## config.mk

```make
export PLATFORM = sky130hd
export DESIGN_NAME = fsu_bsg
export DESIGN_NICKNAME = d
export VERILOG_FILES = /design/src/rtl/fsu_bsg_pkg.sv /design/src/rtl/fsu_rng.sv /design/src/rtl/fsu_bsg.sv
export SDC_FILE = /design/constraint.sdc
export NUM_CORES = 1
export LEC_CHECK = 0
export BUFFER_PORTS_ARGS = -buffer_cell sky130_fd_sc_hd__buf_2
export CORE_ASPECT_RATIO = 0.75
export CORE_MARGIN = 8
export CORE_UTILIZATION = 40
export DETAILED_ROUTE_END_ITERATION = 6
export PLACE_DENSITY = 0.7
export SETUP_SLACK_MARGIN = 0.3
export SLEW_MARGIN = 5
export SYNTH_ARGS = -nofsm -noshare
export SYNTH_HDL_FRONTEND = slang
export SYNTH_SLANG_ARGS = --single-unit
export TNS_END_PERCENT = 50
```

## constraint.sdc

```tcl
create_clock -name clk -period 2.1 [get_ports clk]
set_input_delay 0.21 -clock clk [delete_from_list [all_inputs] [get_ports clk]]
set_output_delay 0.21 -clock clk [all_outputs]
set_load 0.02 [all_outputs]
```

## src/rtl/fsu_bsg_pkg.sv

```systemverilog
// rtl/fsu_bsg_pkg.sv - shared types, LFSR tap table and counter sizing for the FSU bitstream generator
package fsu_bsg_pkg;

    typedef enum logic {IDLE, RUN} state_t;

    // Fibonacci taps (bit t-1 set for tap t); every entry is a primitive polynomial
    function automatic logic [9:0] lfsr_taps(input int bwid);
        case (bwid)
            4:       return 10'b00_0000_1100;
            5:       return 10'b00_0001_0100;
            6:       return 10'b00_0011_0000;
            7:       return 10'b00_0110_0000;
            8:       return 10'b00_1011_1000;
            9:       return 10'b01_0001_0000;
            10:      return 10'b10_0100_0000;
            default: return 10'b00_0000_0000;
        endcase
    endfunction

    function automatic int cnt_width(input int bwid);
        return $clog2(2 ** bwid) + 1;
    endfunction

endpackage

```

## src/rtl/fsu_rng.sv

```systemverilog
// rtl/fsu_rng.sv - zero-inserted (de Bruijn) Fibonacci LFSR covering all 2^BWID states
module fsu_rng
    import fsu_bsg_pkg::*;
#(
    parameter int BWID = 8,
    parameter int SEED = 1
) (
    input  logic            clk,
    input  logic            rst_n,
    input  logic            load,
    input  logic            en,
    input  logic [BWID-1:0] seed,
    output logic [BWID-1:0] rng
);

    localparam logic [9:0]      TAPS_ALL = lfsr_taps(BWID);
    localparam logic [BWID-1:0] TAPS     = TAPS_ALL[BWID-1:0];

    logic fb;

    // Flipping feedback when the low bits are all zero splices 0 in between 10..0 and 0..01
    assign fb = (^(rng & TAPS)) ^ (rng[BWID-2:0] == '0);

    always_ff @(posedge clk or negedge rst_n) begin
        if (!rst_n) begin
            rng <= BWID'(SEED);
        end else if (load) begin
            rng <= seed;
        end else if (en) begin
            rng <= {rng[BWID-2:0], fb};
        end
    end

endmodule

```

## src/rtl/fsu_bsg.sv

```systemverilog
// rtl/fsu_bsg.sv - FSU unary bitstream generator; define FSU_BSG_B2B_EN for back-to-back loads
module fsu_bsg
    import fsu_bsg_pkg::*;
#(
    parameter int IDIM = 3,
    parameter int BWID = 8,
    parameter int LEN  = 2 ** BWID,
    parameter int SEED = 1
) (
    input  logic            clk,
    input  logic            rst_n,
    input  logic            iValid,
    output logic            iReady,
    input  logic [BWID-1:0] iData [IDIM],
    output logic            oBit  [IDIM],
    output logic            oValid,
    output logic            oLast
);

    localparam int CW = cnt_width(BWID);

    state_t          state;
    logic [BWID-1:0] buf_q    [IDIM];
    logic [BWID-1:0] rng_lane [IDIM];
    logic [CW-1:0]   cnt;
    logic [BWID-1:0] rng;
    logic            last_cyc;
    logic            accept;

    assign last_cyc = (cnt == CW'(LEN - 1));

`ifdef FSU_BSG_B2B_EN
    assign iReady = (state == IDLE) || ((state == RUN) && last_cyc);
`else
    assign iReady = (state == IDLE);
`endif

    assign accept = iValid && iReady;

    fsu_rng #(
        .BWID (BWID),
        .SEED (SEED)
    ) u_rng (
        .clk   (clk),
        .rst_n (rst_n),
        .load  (accept),
        .en    (state == RUN),
        .seed  (BWID'(SEED)),
        .rng   (rng)
    );

    // Each lane sees the shared RNG rotated left by its index, still a full permutation
    for (genvar i = 0; i < IDIM; i++) begin : g_lane
        localparam int ROT = i % BWID;
        if (ROT == 0) begin : g_norot
            assign rng_lane[i] = rng;
        end else begin : g_rot
            assign rng_lane[i] = {rng[BWID-1-ROT:0], rng[BWID-1:BWID-ROT]};
        end
    end

    always_ff @(posedge clk or negedge rst_n) begin
        if (!rst_n) begin
            state  <= IDLE;
            cnt    <= '0;
            oValid <= 1'b0;
            oLast  <= 1'b0;
            for (int i = 0; i < IDIM; i++) begin
                buf_q[i] <= '0;
                oBit[i]  <= 1'b0;
            end
        end else begin
            case (state)
                IDLE: begin
                    oValid <= 1'b0;
                    oLast  <= 1'b0;
                    for (int i = 0; i < IDIM; i++) begin
                        oBit[i] <= 1'b0;
                    end
                end
                RUN: begin
                    oValid <= 1'b1;
                    oLast  <= last_cyc;
                    cnt    <= cnt + CW'(1);
                    for (int i = 0; i < IDIM; i++) begin
                        oBit[i] <= (buf_q[i] > rng_lane[i]);
                    end
                    if (last_cyc) begin
                        state <= IDLE;
                    end
                end
                default: state <= IDLE;
            endcase
            // A load overrides the end-of-run return to IDLE so back-to-back streams stay contiguous
            if (accept) begin
                state <= RUN;
                cnt   <= '0;
                for (int i = 0; i < IDIM; i++) begin
                    buf_q[i] <= iData[i];
                end
            end
        end
    end

endmodule

```

==> flow_metrics.tcl, run 1 <==
set metrics [dict create \
    grt_pass1_wl_um 8707 \
    worstMarginPinSlew_ps 597.1 \
    final_nets 349 \
    cts_buffer_depth 2 \
    layout-drive-gt1-share 0.1723 \
    pwr_density_cell_mw_per_mm2 586.2 \
    arrival_ps 1830 \
    grt_remaining_overflow 0 \
    maxSlewViolCount 0 \
    syn_to_final_growth_pct 13.80 \
    min_period_ps 1648 \
    htreeDepth 2 \
    netlist_instances 259 \
    n_antenna_cell 0 \
    core-area_mm2 0.005856 \
    routedWlPerCell_um 13.63 \
    synth_area_mm2 0.002430 \
    cts_made_buffers 5 \
    synth_edf_count 0 \
    dieArea_mm2 0.008850 \
    setup_tns_ps 0 \
    place_area_mm2 0.002683 \
    finClkSkew_ps 9.389 \
    place.gp.congestion 0.7536 \
    hpwlAfterDp_um 3834 \
    grt_pass1_vias 1781 \
    end_kind "register" \
    setup_viol 0 \
    synth_nets 313 \
    async_flop_share 1.000 \
    cts_tree "built" \
    failed_checks "negative hold slack" \
    drv_cap 0 \
    drt_iter0_markers 94 \
    finalHoldViolations 8 \
    insertion_delay_ps 300 \
    viasPerCell 4.944 \
    vias 1849 \
    leakage_uw 0.001387 \
    dieHeight_um 83.50 \
    r2r_setup_slack_ps 450 \
    cts_num_sinks 47 \
    postRouteAntennaNets 0 \
    fill_cells 552 \
    design_area_mm2 0.002765 \
    synth_warnings 0 \
    post-place-ws_ps 451.2 \
    synth_ff_type "dfrtp_1" \
    synth_cell_types 27 \
    min_period_over_period 0.7847 \
    rows 24 \
    status "finished, violations left" \
    whs_ps -12.75 \
    antenna_found_initial 0 \
    groute.usage.overall 0.1207 \
    synth_seq_area_share 0.4846 \
    maxSlewHeadroom 0.6019 \
    start_kind "register" \
    io-pin-count 33 \
    start_util 0.4150 \
    dr.pass1.iters 4 \
    drc 0 \
    synth-seq-cells 47 \
    fmax_ghz 0.6068 \
    rsz0062_at_grt "no" \
    die_x_um 106.0 \
    port_buffers 32 \
    clkTransAtPathRegs_ps 90 \
    setup_slack_ps 452.1 \
    drt_wl_total_um 5097 \
    min_path_type "in -> async" \
    cts-root-buf "clkbuf_8" \
    ir_drop_v 0.0002449 \
    required_ps 2280 \
    worst-setup-path-type "reg -> reg" \
    worstPathMaxFanout 4 \
    syn_area_per_cell_um2 9.382 \
    grt_max_degree 48 \
]
## state kept, by name (all words and copies together), names as in the netlist
name and count:
buf_q 24, cnt 9, oBit 3, oLast 1, oValid 1, state 1, u_rng.rng 8
## cells in the mapped netlist (3+ instances only)
library cell | instances | share of area
nor2b_1 | 3 | 0.0077
dfrtp_1 | 46 | 0.47
inv_1 | 13 | 0.020
o31ai_1 | 10 | 0.031
nand3_1 | 6 | 0.012
and4_1 | 6 | 0.022
nand2_1 | 82 | 0.13
o21a_1 | 3 | 0.0093
o211ai_1 | 4 | 0.012
buf_2 | 7 | 0.014
nor2_1 | 7 | 0.011
a21oi_1 | 12 | 0.025
ha_1 | 27 | 0.14
o21ai_0 | 16 | 0.033
## worst max-delay path: stages, from the launching register on
cell and delay (ps):
dfstp_2 590, inv_1 90, ha_1 280, nor2b_1 130
o21a_1 150, o21ai_0 200, a21oi_1 90
## final cells by class
cell class,instances,area (µm²),share of cell area
Clock buffer,7,76.32,0.02760
Inverter,14,52.55,0.01900
Timing Repair Buffer,37,197.7,0.07149
Sequential cell,47,1179,0.4262
Clock inverter,1,5.005,0.001810
Tap cell,78,97.59,0.03529
Multi-Input combinational cell,190,1157,0.4186
## logic make-up after synthesis
logic type / synth area share
AND/OR/NAND/NOR: 0.1947
AO/OA/AOI/OAI: 0.1282
flip-flops: 0.4846
adder cells (fa/ha/maj): 0.1390
buffers and inverters: 0.03913
XOR/XNOR: 0.01442
## cells in the final DEF, fill, tap and decap left out, types with 3 or more instances in the layout
cell type   n
clkbuf_8    5
and4_1      6
o21ai_0    16
a21oi_1    12
inv_1      13
o31ai_1    10
nor2_1      7
ha_1       27
nand2_1    82
dfrtp_1    45
o211ai_1    4
nor2b_1     3
buf_4       5
o21a_1      3
buf_2      32
nand3_1     6
## per-stage QoR
step	hold slack [ps]	total power [µW]	util	cells
after global placement	334.9	1106	0.4581	366
after detailed placement	337.9	1112	0.4581	366
final	-12.75	1621	0.4722	374
after floorplan	-85.59	1041	-	259
after global routing	35.16	1705	0.4722	374
after CTS	15.45	1644	0.4720	374
## final timing paths
| kind | depth (start not counted) | from | to |
|---|---|---|---|
| max | 6 | u_rng.rng[0]$_DFFE_PN1P_ | oBit[1]$_DFF_PN0_ |
| min | 2 | rst_n | buf_q[2]$_DFFE_PN0P_ |
| max reg2reg | 6 | u_rng.rng[0]$_DFFE_PN1P_ | oBit[1]$_DFF_PN0_ |
| min reg2reg | 2 | u_rng.rng[2]$_DFFE_PN0P_ | u_rng.rng[3]$_DFFE_PN0P_ |
| max in group asynchronous | 2 | rst_n | state$_DFF_PN0_ |
| min in group clk | 3 | iData[2] | buf_q[2]$_DFFE_PN0P_ |
## what timing repair did
item	4_1_cts	5_1_grt
resized for setup	0	1
setup endpoints to repair	0	1
hold buffers	0	0
buffers inserted	0	0
## per-layer routing
metal / routed length (µm) / part of all wire / global-route usage
met1: 2764 / 0.54 / 0.1833
met2: 2101 / 0.41 / 0.1570
met3: 178 / 0.035 / 0.03086
met4: 53 / 0.010 / 0.04204
met5: 0 / 0 / 0
## power by group
group	internal, µW	switching [µW]
registers	934	15.5
clock network	234	294
logic	61.6	81.5
(Power assumes the default switching activity.)
==> run 2: changes to the inputs <==
==> constraint.sdc (replaced) <==
create_clock -name clk -period 1.55 [get_ports clk]
set_input_delay 0.155 -clock clk [delete_from_list [all_inputs] [get_ports clk]]
set_output_delay 0.155 -clock clk [all_outputs]
set_load 0.02 [all_outputs]
==> flow_metrics.tcl, run 2 (synthesized netlist as in run 1, its figures left out) <==
set metrics [dict create \
    rows 24 \
    fill_cells 526 \
    finClkSkew_ps 12.57 \
    cts_buffer_depth 2 \
    dieArea_mm2 0.008850 \
    cts-root-buf "clkbuf_8" \
    dieHeight_um 83.50 \
    viasPerCell 4.922 \
    post-place-ws_ps 96.84 \
    place_area_mm2 0.002743 \
    maxSlewHeadroom 0.8249 \
    worstSetupStartpoint "u_rng.rng[0]$_DFFE_PN1P_" \
    min_period_over_period 0.9089 \
    grt_remaining_overflow 0 \
    dr.pass1.iters 4 \
    r2r_setup_slack_ps 140 \
    finalHoldViolations 0 \
    routedWlPerCell_um 14.38 \
    fin_util 0.5303 \
    min_period_ps 1409 \
    cts_num_sinks 47 \
    postRouteAntennaNets 0 \
    syn_to_final_growth_pct 27.81 \
    pwr_density_cell_mw_per_mm2 724.6 \
    drv_cap 0 \
    ir_drop_v 0.0004489 \
    place.gp.congestion 0.8636 \
    setup_tns_ps 0 \
    setup_viol 0 \
    core-area_mm2 0.005856 \
    worst-setup-path-type "reg -> reg" \
    insertion_delay_ps 310 \
    final_common_cell "nand2_1" \
    min-delay-start "iData[14]" \
    htreeDepth 2 \
    maxSlewViolCount 0 \
    regMostFlops "buf_q" \
    rsz0062_at_grt "yes" \
    setup_slack_ps 141.2 \
    final_nets 372 \
    design_area_mm2 0.003105 \
    min_path_type "in -> reg" \
    end_kind "register" \
    regArea_mm2 0.001179 \
    final_cell_mix "82 x nand2_1, 45 x dfrtp_1, 31 x buf_2, 24 x buf_4, 22 x ha_1" \
    hpwlAfterDp_um 3850 \
    arrival_ps 1610 \
    multiInputGateArea_mm2 0.001282 \
    grt_pass1_wl_um 9584 \
    worstPathMaxFanout 3 \
    p_total_uw 2250 \
    drt_iter0_markers 73 \
    cts_made_buffers 5 \
    drc 0 \
    top_regs "buf_q (24), cnt (9), u_rng.rng (8)" \
    port_buffers 32 \
    start_kind "register" \
    leakage_uw 0.001515 \
    drt_wl_total_um 5710 \
    clkTransAtPathRegs_ps 90 \
    grt_pass1_vias 1939 \
    worstMarginPinSlew_ps 262.7 \
    antenna_found_initial 0 \
    io-pin-count 33 \
    n_antenna_cell 0 \
    die_x_um 106.0 \
    cts_tree "built" \
    status "complete, no violations" \
    start_util 0.4150 \
    r2r-start "u_rng.rng[0]$_DFFE_PN1P_" \
    fmax_ghz 0.7098 \
    layout-drive-gt1-share 0.2915 \
    grt_max_degree 48 \
    largest_register_ffs 24 \
    vias 1954 \
    groute.usage.overall 0.1329 \
    required_ps 1750 \
]
## run 2: cell count changes in the layout (fill, tap and decap cells not counted), sizes merged
cell / change
buf: +22
clkbuf: -1
clkinv: +1
clkinvlp: +1
dlygate4sd3: +1
inv: -1
## run 2: worst max-delay path: stages, from the launching register on
cell and delay [ps]:
dfstp_2 570, inv_4 60, ha_4 210, nor2b_4 120
o21a_1 160, o21ai_1 120, a21oi_1 80
## run 2: path summary, 6_finish.rpt
| path | end | cells past startpoint |
|---|---|---|
| max in group asynchronous | u_rng.rng[0]$_DFFE_PN1P_ | 3 |
| min in group asynchronous | buf_q[8]$_DFFE_PN0P_ | 3 |
| min reg2reg | cnt[6]$_DFFE_PN0P_ | 1 |
| min | buf_q[14]$_DFFE_PN0P_ | 3 |
| max reg2reg | oBit[1]$_DFF_PN0_ | 6 |
| max | oBit[1]$_DFF_PN0_ | 6 |
## run 2: power by group
part	switching, µW	internal, µW
clock network	431	316
logic	116	96.6
registers	24.8	1270
## run 2: area by class of cell
type                       count  share of cell area
multi-input combinational    190              0.4130
sequential                    47              0.3795
timing repair buffer          60              0.1285
tap                           78             0.03143
clock buffer                   6             0.02337
inverter                      14             0.02015
clock inverter                 2            0.004029
## run 2: timing repair
action                                  CTS  global route
gates resized for setup                  14            21
cloned                                    0             0
endpoints found under the setup margin   13            10
pin swaps                                 3             5
buffers inserted                         10             9
hold buffers                              1             0
hold endpoints to repair                 46             0
## run 2: routing by layer
metal,part of all wire,GRT usage
met2,0.44,0.1905
met1,0.52,0.1898
met4,0.011,0.04204
met3,0.032,0.03241
met5,0,0
## run 2: per-stage QoR
| step | cells | hold WS, ps |
|---|---|---|
| detailed placement | 369 | 157.2 |
| global route | 397 | 31.49 |
| finish | 397 | 32.42 |
| global placement | 369 | 157.4 |
| floorplan | 259 | -140.6 |
| CTS | 388 | 24.58 |
==> run 3: changes to the inputs <==
--- a/config.mk
+++ b/config.mk
@@ -5,9 +5,10 @@
 export SDC_FILE = /design/constraint.sdc
 export NUM_CORES = 1
 export LEC_CHECK = 0
+export ABC_AREA = 1
 export BUFFER_PORTS_ARGS = -buffer_cell sky130_fd_sc_hd__buf_2
 export CORE_ASPECT_RATIO = 0.75
-export CORE_MARGIN = 8
+export CORE_MARGIN = 3
 export CORE_UTILIZATION = 40
 export DETAILED_ROUTE_END_ITERATION = 6
 export PLACE_DENSITY = 0.7
==> flow_metrics.tcl, run 3 <==
set metrics [dict create \
    grt_pass1_wl_um 9204 \
    port_buffers 32 \
    worst-setup-path-type "reg -> reg" \
    grt_pass1_vias 1987 \
    rsz0062_at_grt "yes" \
    dp_cells 394 \
    syn_area_per_cell_um2 8.675 \
    drc 0 \
    r2r_end "oBit[0]$_DFF_PN0_" \
    grt_remaining_overflow 0 \
    setup_tns_ps 0 \
    dieHeight_um 74.09 \
    arrival_ps 1550 \
    groute.usage.overall 0.1600 \
    place_area_mm2 0.002740 \
    leakage_uw 0.001626 \
    rows 24 \
    synth_top_area_share 0.4656 \
    synth-seq-cells 47 \
    fmax_ghz 0.7558 \
    finalHoldViolations 0 \
    synth_area_mm2 0.002472 \
    ys_top_cells_by_area "dfrtp_1 47%, nand2_1 16%, ha_1 14%" \
    min_path_type "in -> reg" \
    worst-r2r-cell-count 6 \
    final_nets 394 \
    synth_ff_type "dfrtp_1" \
    cts_buffer_depth 2 \
    cts_tree "built" \
    final_common_cell "nand2_1" \
    r2r_setup_slack_ps 230 \
    netlist_instances 285 \
    dieArea_mm2 0.007170 \
    yosysMostFrequentCell "nand2_1" \
    drt_wl_total_um 5569 \
    synth_edf_count 0 \
    htreeDepth 2 \
    cts_num_sinks 47 \
    async_flop_share 1.000 \
    routedWlPerCell_um 13.29 \
    start_kind "register" \
    top_regs "buf_q (24), cnt (9), u_rng.rng (8)" \
    required_ps 1780 \
    synth_cell_types 22 \
    final_cell_mix "102 x nand2_1, 45 x dfrtp_1, 32 x buf_2, 21 x ha_1, 19 x inv_1" \
    cts-root-buf "clkbuf_8" \
    r2r-start "u_rng.rng[0]$_DFFE_PN1P_" \
    layout-drive-gt1-share 0.2933 \
    io-pin-count 33 \
    postRouteAntennaNets 0 \
    maxSlewHeadroom 0.6505 \
    hold_end "buf_q[6]$_DFFE_PN0P_" \
    ir_drop_v 0.0005115 \
    holdPathStages 3 \
    status "complete, no violations" \
    dr.pass1.iters 4 \
    synth_nets 339 \
    n_antenna_cell 0 \
    syn_to_final_growth_pct 25.81 \
    worstMarginPinSlew_ps 524.2 \
    min_period_over_period 0.8536 \
    regMostFlops "buf_q" \
    hpwlAfterDp_um 3770 \
    pwr_density_cell_mw_per_mm2 1641 \
    setup_viol 0 \
    clkTransAtPathRegs_ps 90 \
    core-area_mm2 0.005886 \
    synth_top_area_cell "dfrtp_1" \
    min-delay-start "iData[6]" \
    start_util 0.4201 \
    cts_made_buffers 5 \
    vias 2036 \
    end_kind "register" \
    fill_cells 545 \
    p_total_uw 5103 \
    viasPerCell 4.859 \
    die_x_um 96.78 \
    place.gp.congestion 0.8480 \
    largest_register_ffs 24 \
    maxSlewViolCount 0 \
    synth_warnings 0 \
    antenna_found_initial 0 \
    grt_max_degree 22 \
    drt_iter0_markers 120 \
    finClkSkew_ps 8.085 \
    insertion_delay_ps 300 \
    min_period_ps 1323 \
    layoutNonFillerInstCount 419 \
    synth_seq_area_share 0.4762 \
    worstPathMaxFanout 4 \
    design_area_mm2 0.003110 \
    drv_cap 0 \
    synth_common_cells "105 x nand2_1, 46 x dfrtp_1, 29 x inv_1, 27 x ha_1, 17 x a21oi_1" \
]
run 3: changes by cell type after synthesis, moves of 3 or more:
cell | previous run | this run
and4_1 | 6 | 0
a21oi_1 | 12 | 17
buf_6 | 0 | 4
o31ai_1 | 10 | 0
o211ai_1 | 4 | 0
o22ai_1 | 1 | 8
nand2_1 | 82 | 105
o21ai_0 | 16 | 10
inv_1 | 13 | 29
buf_2 | 7 | 3
nor2b_1 | 3 | 0
nor2_4 | 0 | 3
run 3: area by class of cell:
type,instances,area [µm²],area share
inverters,31,128.9,0.04143
flip-flops and latches,47,1179,0.3789
clock buffers,8,100.1,0.03218
well taps,78,97.59,0.03138
repair buffers,55,371.6,0.1195
multi-input cells,200,1234,0.3966
run 3: worst max path at each step:
stage / startpoint / to / slack [ps] / cells past startpoint
floorplan: u_rng.rng[0]$_DFFE_PN1P_ / oBit[1]$_DFF_PN0_ / 290 / 6
global placement: u_rng.rng[0]$_DFFE_PN1P_ / oBit[1]$_DFF_PN0_ / 160 / 6
detailed placement: u_rng.rng[0]$_DFFE_PN1P_ / oBit[1]$_DFF_PN0_ / 150 / 6
CTS: u_rng.rng[0]$_DFFE_PN1P_ / oBit[0]$_DFF_PN0_ / 220 / 6
global route: u_rng.rng[0]$_DFFE_PN1P_ / oBit[1]$_DFF_PN0_ / 150 / 6
finish: u_rng.rng[0]$_DFFE_PN1P_ / oBit[0]$_DFF_PN0_ / 230 / 6
run 3: where the power goes:
part           total [µW]  internal [µW]  switching (µW)
Sequential           1910           1600             301
Combinational        2380           1080            1290
Clock                 820            408             412
run 3: timing repair:
action | in CTS | in global routing
endpoints found under the hold margin | 18 | 0
gates resized for setup | 20 | 23
pin swaps | 5 | 12
endpoints found under the setup margin | 20 | 25
hold buffers | 1 | 0
buffers inserted | 9 | 7
cloned | 0 | 0
run 3: critical path: stages, from the launching register on:
cell	delay (ps)
dfstp_2	570
inv_4	70
ha_4	260
nand2_2	40
o21ai_1	110
nand2_1	70
a21oi_2	120
run 3: per-stage QoR:
step           hold WS (ps)    util  worst slack (ps)
2_1_floorplan        -140.6       -             291.2
3_3_place_gp          159.0  0.4656             155.3
3_5_place_dp          162.0  0.4656             147.7
4_1_cts               36.11  0.5060             217.5
5_1_grt               40.39  0.5285             145.0
6_report              43.08  0.5285             226.9
run 3: routing by layer:
layer | vias to the layer above | wire length [µm] | share of wire | global-route usage
met4 | 0 | 105 | 0.019 | 0.05140
met1 | 947 | 2690 | 0.48 | 0.2151
met5 | - | 0 | 0 | 0
met2 | 43 | 2540 | 0.46 | 0.2607
li1 | 1034 | - | - | -
met3 | 12 | 232 | 0.042 | 0.03749
run 3: logic make-up after synthesis:
| group | after synthesis | synth area share |
|---|---|---|
| and+or+nand+nor | 133 | 0.2257 |
| DFF | 47 | 0.4762 |
| AOI/OAI and AO/OA | 40 | 0.08907 |
| buffers and inverters | 38 | 0.07236 |
| adders and majority gates | 27 | 0.1366 |
